[config.mk]
export PLATFORM = sky130hd
export DESIGN_NAME = icg_enable_ctrl
export DESIGN_NICKNAME = d
export VERILOG_FILES = /design/src/rtl/icg_ctrl_pkg.sv /design/src/rtl/icg_idle_counter.sv /design/src/rtl/icg_enable_ctrl.sv
export SDC_FILE = /design/constraint.sdc
export NUM_CORES = 1
export LEC_CHECK = 0
export ABC_AREA = 1
export CAP_MARGIN = 20
export CORE_UTILIZATION = 50
export CTS_CLUSTER_SIZE = 10
export DETAILED_ROUTE_END_ITERATION = 8
export PLACE_DENSITY = 0.86
export SLEW_MARGIN = 20
export SYNTH_ARGS = -nofsm -noshare
export SYNTH_HDL_FRONTEND = slang
export SYNTH_HIERARCHICAL = 1
export SYNTH_SLANG_ARGS = --single-unit
[constraint.sdc]
create_clock -name CLK -period 3.1 [get_ports CLK]
set_input_delay 0.465 -clock CLK [delete_from_list [all_inputs] [get_ports CLK]]
set_output_delay 0.465 -clock CLK [all_outputs]
set_load 0.1 [all_outputs]
[src/rtl/icg_ctrl_pkg.sv]
// Shared types and constants for the icgtn enable controller.
package icg_ctrl_pkg;

  typedef enum logic [1:0] {
    StWake  = 2'd0,
    StRun   = 2'd1,
    StIdle  = 2'd2,
    StGated = 2'd3
  } icg_state_t;

  localparam int unsigned WCNT_W = 4;

endpackage

[src/rtl/icg_idle_counter.sv]
// Saturating idle-cycle counter with a terminal-count compare against a live limit.
module icg_idle_counter #(
  parameter int unsigned CNT_W = 8
) (
  input  logic             clk_i,
  input  logic             rst_i,
  input  logic             clr_i,
  input  logic             inc_i,
  input  logic [CNT_W-1:0] limit_i,
  output logic             reached_o
);

  logic [CNT_W-1:0] cnt_q, cnt_d;
  logic [CNT_W:0]   cnt_p1;

  // Extra bit keeps cnt+1 from wrapping when the count is saturated.
  assign cnt_p1    = {1'b0, cnt_q} + {{CNT_W{1'b0}}, 1'b1};
  assign reached_o = (cnt_p1 >= {1'b0, limit_i}) && (limit_i != '0);

  always_comb begin
    cnt_d = cnt_q;
    if (clr_i) begin
      cnt_d = '0;
    end else if (inc_i && (cnt_q != '1)) begin
      cnt_d = cnt_p1[CNT_W-1:0];
    end
  end

  always_ff @(posedge clk_i or posedge rst_i) begin
    if (rst_i) begin
      cnt_q <= '0;
    end else begin
      cnt_q <= cnt_d;
    end
  end

endmodule

[src/rtl/icg_enable_ctrl.sv]
// Idle-timeout enable controller driving the E/TE pins of a negative-edge clock gate.
module icg_enable_ctrl
  import icg_ctrl_pkg::*;
#(
  parameter int unsigned CNT_W    = 8,
  parameter int unsigned WAKE_LAT = 2
) (
  input  logic             CLK,
  input  logic             RST,
  input  logic             BUSY,
  input  logic             REQ,
  input  logic             FORCE_ON,
  input  logic             SE,
  input  logic [CNT_W-1:0] IDLE_LIMIT,
  output logic             E,
  output logic             TE,
  output logic             READY,
  output logic             GATED
);

  localparam logic [WCNT_W-1:0] WakeLatCnt = WCNT_W'(WAKE_LAT);
  localparam icg_state_t        ResetState = (WAKE_LAT == 0) ? StRun : StWake;
  localparam logic              ResetReady = (WAKE_LAT == 0);

  icg_state_t        state_q, state_d;
  logic [WCNT_W-1:0] wcnt_q, wcnt_d;
  logic              e_q, e_d;
  logic              ready_q, ready_d;
  logic              gated_q, gated_d;
  logic              idle;
  logic              cnt_inc;
  logic              cnt_clr;
  logic              reached;

  assign idle    = !BUSY && !REQ && !FORCE_ON;
  assign cnt_clr = !cnt_inc;

  icg_idle_counter #(
    .CNT_W (CNT_W)
  ) u_idle_counter (
    .clk_i     (CLK),
    .rst_i     (RST),
    .clr_i     (cnt_clr),
    .inc_i     (cnt_inc),
    .limit_i   (IDLE_LIMIT),
    .reached_o (reached)
  );

  always_comb begin
    state_d = state_q;
    wcnt_d  = wcnt_q;
    cnt_inc = 1'b0;
    unique case (state_q)
      StWake: begin
        wcnt_d = wcnt_q - WCNT_W'(1);
        if (wcnt_q <= WCNT_W'(1)) begin
          state_d = StRun;
        end
      end
      StRun, StIdle: begin
        if (idle && (IDLE_LIMIT != '0)) begin
          if (reached) begin
            state_d = StGated;
          end else begin
            state_d = StIdle;
            cnt_inc = 1'b1;
          end
        end else begin
          state_d = StRun;
        end
      end
      StGated: begin
        if (!idle) begin
          if (WAKE_LAT == 0) begin
            state_d = StRun;
          end else begin
            state_d = StWake;
            wcnt_d  = WakeLatCnt;
          end
        end
      end
      default: state_d = ResetState;
    endcase
  end

  // Outputs are a registered decode of the next state so they change only after a rising edge.
  always_comb begin
    e_d     = (state_d != StGated);
    ready_d = (state_d == StRun) || (state_d == StIdle);
    gated_d = (state_d == StGated);
  end

  always_ff @(posedge CLK or posedge RST) begin
    if (RST) begin
      state_q <= ResetState;
      wcnt_q  <= WakeLatCnt;
      e_q     <= 1'b1;
      ready_q <= ResetReady;
      gated_q <= 1'b0;
    end else begin
      state_q <= state_d;
      wcnt_q  <= wcnt_d;
      e_q     <= e_d;
      ready_q <= ready_d;
      gated_q <= gated_d;
    end
  end

  assign E     = e_q;
  assign TE    = SE | FORCE_ON;
  assign READY = ready_q;
  assign GATED = gated_q;

endmodule

# Word level (Yosys, flattened, before mapping)
# Cells that the tools add are included.
[word_totals]
regBits = 17
in_bits = 14
word_cells = 47
[op_classes]
add_sub_neg = 2
n_lt_le_gt_ge = 2
eq_ne = 10
n_mux = 12
n_bitwise = 1
n_reduce_logical = 14
[op_table]
columns = ["operator", "count"]
rows = [
  ["$mux 8", 2],
  ["$add 8x1->9 const B", 1],
  ["$ge 9x8->1", 1],
  ["$eq 2x2->1 const B", 4],
  ["$ne 8x8->1 const B", 1],
  ["$pmux 4 s2", 1],
  ["$reduce_bool 8->1", 1],
  ["$mux 2", 3],
  ["$ne 2x2->1 const B", 3],
  ["$pmux 2 s3", 1],
  ["$logic_and 1x1->1", 5],
  ["$eq 2x1->1 const B", 2],
  ["$le 4x1->1 const B", 1],
  ["$mux 1", 4],
  ["$mux 4", 1],
  ["$sub 4x1->4 const B", 1],
  ["$logic_not 1->1", 3],
  ["$logic_not 2->1", 1],
  ["$reduce_and 2->1", 1],
  ["$reduce_bool 2->1", 1],
  ["$reduce_or 2->1", 1],
  ["$logic_or 1x1->1", 1],
  ["$or 1x1->1", 1],
]

# Logic depth before layout (Yosys ltp)
# Gate-level depths: netlist of the first run.
[depth]
depth_word = 9
mapped_depth = 20

# Cells and area by module
# Netlist of the first run, hierarchy kept.
[modules_own_cells]
columns = ["mod", "n_inst", "cells_per_inst", "area_per_inst_um2", "seq_area_each_um2"]
rows = [
  ["icg_idle_counter", 1, 92, 696.9, 200.2],
  ["icg_enable_ctrl", 1, 78, 580.6, 227.7],
]

# Least setup slack after synthesis of the first run
# Ideal clock, no wire load.
[synth_path]
path_type = "register -> register"
from = "register u_idle_counter.cnt_q[0]"
to = "register u_idle_counter.cnt_q[4]"
setup_time_ps = 76
t_arrival_ps = 2292
t_required_ps = 3024
slack_ps = 732
path_stages_with_launch = 20
n_path_buf = 0
path_cell_list = "dfrtp_1 -> ha_1 -> nand3_2 -> xor2_1 -> ha_1 -> nand2_1 -> inv_1 -> nand2_1 -> nand3_1 -> nand2_1 -> nand2_1 -> nand2_1 -> a21oi_1 -> nor2_1 -> inv_1 -> inv_2 -> nand3_2 -> inv_2 -> nand2_1 -> o21ai_1"
[synth_via]
elab_chain_len = 8
word_cells_on_any_way = 11
[synth_lines]
columns = ["element", "line_no", "source"]
rows = [
  ["from (decl)", "icg_idle_counter.sv:13", "logic [CNT_W-1:0] cnt_q, cnt_d;"],
  ["from (signal assigned)", "icg_idle_counter.sv:33", "cnt_q <= cnt_d;"],
  ["$add 8x1->9 *", "icg_idle_counter.sv:17", "assign cnt_p1 = {1'b0, cnt_q} + {{CNT_W{1'b0}}, 1'b1};"],
  ["$ge 9x8->1 *", "icg_idle_counter.sv:18", "assign reached_o = (cnt_p1 >= {1'b0, limit_i}) && (limit_i != '0);"],
  ["$logic_and 1x1->1 *", "icg_idle_counter.sv:18", ""],
  ["named net reached", "icg_enable_ctrl.sv:33", "logic reached;"],
  ["$mux 1 *", "icg_enable_ctrl.sv:62", "if (reached) begin"],
  ["$mux 1 *", "icg_enable_ctrl.sv:61", "if (idle && (IDLE_LIMIT != '0)) begin"],
  ["$mux 1 *", "icg_enable_ctrl.sv:53", "unique case (state_q)"],
  ["named net cnt_inc", "icg_enable_ctrl.sv:31", "logic cnt_inc;"],
  ["$logic_and 1x1->1", "icg_idle_counter.sv:24", "end else if (inc_i && (cnt_q != '1)) begin"],
  ["$ne 2x2->1 (no source line)", "-", ""],
]
# Mark *: on every way through the listed nets, which the timed path passes. The rest lies on a longest branch. The select of a mux whose other input is x is not followed.
# A chain may end at the register's enable or synchronous reset.

# Worst setup path in the final report of the first run
[layout_path]
from = "register u_idle_counter.cnt_q[0]"
to = "register u_idle_counter.cnt_q[2]"
# Same word-level chain as after synthesis.

==> results of run 1 <==
-- registers in the layout (all words and copies together), names as in the netlist --
name,cells
E,1
GATED,1
wcnt_q,4
state_q,2
u_idle_counter/cnt_q,8
READY,1
-- report_power, final --
group / internal (mW) / switching [mW]
clock network: 0.0480 / 0.0676
registers: 0.284 / 0.0376
logic: 0.144 / 0.314
-- layout make-up --
type	instances	area [um^2]
Tap cell	28	35.0
Clock inverter	1	5.00
Clock buffer	3	22.5
Timing Repair Buffer	17	160
Inverter	44	170
Multi-Input combinational cell	109	679
Fill cell	182	818
Sequential cell	17	428
-- placed cells by master (no fill, tap or decap), types with 4 or more instances in the layout --
cell type         n
a21oi_1           5
buf_4             4
clkdlybuf4s50_1  13
dfrtp_1          15
ha_1             14
inv_1            35
inv_2             8
nand2_1          43
nand3_1           7
nand3_2           4
nor2_1            6
xor2_1            5
-- layer usage --
metal  global-route usage (%)  share of wire, %
met5                        0                 0
met4                     8.77               1.8
met3                     1.74               2.4
met2                     38.6                52
met1                     24.0                44
-- kinds of logic (layout without fill, tap and decap cells) --
logic type	Yosys count	after routing	synth area share [%]
AND/OR/NAND/NOR	75	75	29.5
buffers and inverters	44	65	13.3
flip-flops	17	17	33.5
adder cells (fa/ha/maj)	14	14	13.7
AO/OA/AOI/OAI	14	14	5.88
XOR/XNOR	6	6	4.11
-- worst min-delay path by stage --
stage	slack, ns	cells past startpoint	start	end
after global placement	0.45	1	wcnt_q[3]	wcnt_q[3]
final	0.43	2	RST	u_idle_counter/cnt_q[6]
after global routing	0.46	2	RST	u_idle_counter/cnt_q[6]
after floorplan	0.28	1	RST	u_idle_counter/cnt_q[0]
after detailed placement	0.47	1	wcnt_q[3]	wcnt_q[3]
after CTS	0.44	2	RST	u_idle_counter/cnt_q[6]
==> reports/results.tsv, run 1 <==
metric	value	unit
drt-vias-per-instance	5.00	
syn-instance-count	170	
fin_cells	219	
worst_slew_pin_slew	0.338	ns
grt_pass1_wl	4180	um
cts_tree	yes	
fmax	369	MHz
final_cell_area	0.00150	mm^2
grt_use_total	20.8	%
hold_violations	0	
core_area	0.00232	mm^2
rows	17	
drc	0	
ctsHoldBuffers	0	
reg2reg_depth	19	
clk_path_buf_depth	2	
worst_ep_arrival_time	2.93	ns
crit_cells	19	
gp_congestion	0.840	
setup_viol	0	
dp_hpwl	2190	um
ys.flop_type	dfrtp_1	
clk_pin_slew	0.10	ns
worstPathMaxFanout	5	
synth_edf_count	0	
ys_top_cells_by_count	nand2_1, inv_1, dfrtp_1	
rsz0062_at_grt	no	
critPathLaunch	u_idle_counter/cnt_q[0]	
power_density	596	mW/mm^2
skew	0.00315	ns
port_buffers	17	
placed_area	0.00147	mm^2
syn_area	0.00128	mm^2
clk_latency	0.29	ns
die_area	0.00276	mm^2
final.setup.tns	0	ns
hp-class	in2async	
dp_slack	0.409	ns
chipWidth	52.5	um
cap_viol_max_count	0	
slew_headroom	77.3	%
cp-endpoint	u_idle_counter/cnt_q[2]	
timing.final.crit_share	87.3	%
initial_core_util	55.1	%
route.vias.total	1094	
wl_per_cell	11.6	um
ys_seq_elements	17	
grt_pass1_vias	1079	
ff2ff_setup_slack	0.39	ns
ios	18	
crit_required	3.33	ns
drt_iter0_drc	24	
fin_crit	2.71	ns
wl	2530	um
cts-root-buf	clkbuf_4	
ys_seq_area_share	33.5	%
post_cts_buffers	0	
numCtsBuffers	3	
grt_overflow	0	
dp.cells	215	
htreeDepth	1	
power	895	uW
async_flop_share	100	%
maxSlewViolCount	0	
drive_above_1_share	17.8	%
start_kind	flop	
path_delay_family	simple AND/OR/NAND/NOR gates	
crit_chain	ha_1 > nand3_2 > xor2_1 > ha_1 > nand2_1 > inv_1 > nand2_1 > nand3_1 > nand2_1 > nand2_1 > nand2_1 > a21oi_1 > nor2_1 > inv_1 > inv_2 > nand3_2 > inv_2 > nand2_1 > nand2_1	
p_leak	0.840	nW
diodes	0	
firstDrtPassIters	4	
final_util	64.7	%
cts_resized	0	
irDropWorstVdd	624	uV
timing.rr.start	u_idle_counter/cnt_q[0]	
crit_path_end_kind	flop	
path_common_cell	nand2_1	
grt_antenna_before_repair	0	
yosys_warnings	6	
path_buf_inv	4	
path_class	reg2reg	
synthTopCellsByArea	dfrtp_1, ha_1, nand2_1	
antenna_left	0	
synth_most_common_cell	nand2_1	
hold_slack	0.433	ns
synth_cell_types	29	
yosysTopAreaCell	dfrtp_1	
syn_area_per_cell	7.51	um^2
crit_slowest_cell	dfrtp_1	
cts.sinks	17	
worst_slack	0.393	ns
area_growth	17.4	%
critPathMaxStageDelay	0.44	ns
die_height	52.5	um
outcome	complete, no violations	
grt_max_degree	11	
r2r-end	u_idle_counter/cnt_q[2]	
synth_top_area_share	29.4	%
syn_nets	198	
nets	220	
Note: power is estimated with default switching activity, not from simulation.
==> run 2: changes to the inputs <==
--- a/config.mk
+++ b/config.mk
@@ -11,6 +11,7 @@
 export CTS_CLUSTER_SIZE = 10
 export DETAILED_ROUTE_END_ITERATION = 8
 export PLACE_DENSITY = 0.86
+export SETUP_SLACK_MARGIN = 0.2
 export SLEW_MARGIN = 20
 export SYNTH_ARGS = -nofsm -noshare
 export SYNTH_HDL_FRONTEND = slang
==> run 2 against run 1 <==
- global-route usage unchanged
- clock power about the same
- design area increased by 0.17%
- combinational power about the same
- die area unchanged
- non-clock buffer count unchanged
- total power about the same
- first-iteration DRC count decreased by 17%
- largest cell class unchanged
==> reports/results.tsv, run 2 (synthesis gave the netlist of run 1 again) <==
metric	value	unit	change
rsz0062_at_grt	yes		
cts_tree	yes		
p_leak	0.840	nW	about the same
crit_required	3.28	ns	-0.05 ns
drt-vias-per-instance	4.99		-0.18%
dp_hpwl	2190	um	unchanged
wl	2540	um	+0.12%
fillerInstances	182		unchanged
irDropWorstVdd	624	uV	about the same
grt_pass1_vias	1079		unchanged
final_cell_area	0.00150	mm^2	+0.17%
grt_overflow	0		unchanged
port_buffers	17		unchanged
rows	17		unchanged
final_common_cell	nand2_1		
crit_path_end_kind	flop		
chipWidth	52.5	um	unchanged
placed_area	0.00147	mm^2	unchanged
dp_slack	0.409	ns	unchanged
nets	220		unchanged
area_growth	17.6	%	
die_height	52.5	um	unchanged
worstPathMaxFanout	5		unchanged
grt_max_degree	11		unchanged
grt_antenna_before_repair	0		unchanged
firstDrtPassIters	4		unchanged
clk_latency	0.29	ns	about the same
numCtsBuffers	3		unchanged
die_area	0.00276	mm^2	unchanged
fin_crit	2.65	ns	-0.0565 ns
start_kind	flop		
final.setup.tns	0	ns	unchanged
fmax	377	MHz	+2.1%
cap_viol_max_count	0		unchanged
core_area	0.00232	mm^2	unchanged
worst_ep_arrival_time	2.83	ns	-0.10 ns
regMostFlops	u_idle_counter/cnt_q		
final_cell_mix	nand2_1, inv_1, dfrtp_1, ha_1, clkdlybuf4s50_1		
path_class	reg2reg		
slew_headroom	77.3	%	unchanged
largestRegisters	u_idle_counter/cnt_q: 8 flops, wcnt_q: 4 flops, state_q: 2 flops		
skew	0.00315	ns	unchanged
worst_slack	0.449	ns	+0.0565 ns
ff2ff_setup_slack	0.45	ns	+0.06 ns
timing.final.crit_share	85.5	%	-1.8 points
cts-root-buf	clkbuf_4		
clk_pin_slew	0.10	ns	about the same
drt_iter0_drc	20		-17%
setup_viol	0		unchanged
ctsHoldBuffers	0		unchanged
worst_slew_pin_slew	0.338	ns	unchanged
wl_per_cell	11.6	um	+0.12%
ios	18		unchanged
cts.sinks	17		unchanged
route.vias.total	1092		-0.18%
power	895	uW	about the same
drive_above_1_share	18.3	%	+0.52 points
htreeDepth	1		unchanged
maxSlewViolCount	0		unchanged
grt_use_total	20.8	%	unchanged
diodes	0		unchanged
largest_register_ffs	8		unchanged
hp-class	in2async		
outcome	complete, no violations		
initial_core_util	55.1	%	unchanged
hold_violations	0		unchanged
drc	0		unchanged
post_cts_buffers	0		unchanged
power_density	596	mW/mm^2	about the same
antenna_left	0		unchanged
clk_path_buf_depth	2		unchanged
grt_pass1_wl	4180	um	unchanged
gp_congestion	0.840		unchanged
run 2: cell counts in the layout (fill, tap and decap cells not counted):
No cell type changed its count.
run 2: per-layer routing:
metal	up-vias	track usage, %	routed length [um]
met4	0	8.77	45
met1	502	24.0	1100
li1	562	-	-
met5	-	0	0
met2	21	38.6	1330
met3	7	1.74	62
run 2: repair_timing:
action,4_1_cts,5_1_grt
hold endpoints to repair,0,0
endpoints found under the setup margin,0,5
gates resized for setup,0,1
run 2: stage by stage:
stage	std cells	hold slack [ns]	util, %
CTS	219	0.439	64.7
floorplan	170	0.281	-
global route	219	0.462	64.8
global placement	215	0.452	63.5
detailed placement	215	0.469	63.5
finish	219	0.433	64.8
run 2: power breakdown:
part           switching [mW]  leakage, nW  internal (mW)
logic                   0.314        0.602          0.144
registers              0.0376        0.220          0.284
clock network          0.0676       0.0177         0.0480
run 2: layout make-up:
type	instances	area, um^2	area share (%)
clock buffers	3	22.5	1.50
clock inverters	1	5.00	0.333
inverters	44	170	11.3
multi-input cells	109	682	45.4
flip-flops and latches	17	428	28.5
well taps	28	35.0	2.33
repair buffers	17	160	10.7
run 2: critical path, cell delays in order (launching register included):
cell	delay, ns
dfrtp_1	0.44
ha_1	0.23
nand3_2	0.13
xor2_1	0.20
ha_1	0.31
nand2_1	0.07
nor2_1	0.11
nand2_1	0.06
nand3_1	0.06
nand2_1	0.05
nand2_1	0.05
nand2_1	0.04
a21oi_1	0.19
inv_1	0.07
nand3_1	0.08
nand2_1	0.05
nand2_1	0.07
nand2_2	0.06
inv_1	0.05
ha_1	0.22
run 2: worst paths after layout:
path,from,to,cells after the start
max in group asynchronous,RST,E,2
setup reg to reg,u_idle_counter/cnt_q[0],READY,19
min in group CLK,wcnt_q[3],wcnt_q[3],1
setup / recovery,u_idle_counter/cnt_q[0],READY,19
hold / removal,RST,u_idle_counter/cnt_q[6],2
hold reg to reg,wcnt_q[3],wcnt_q[3],1
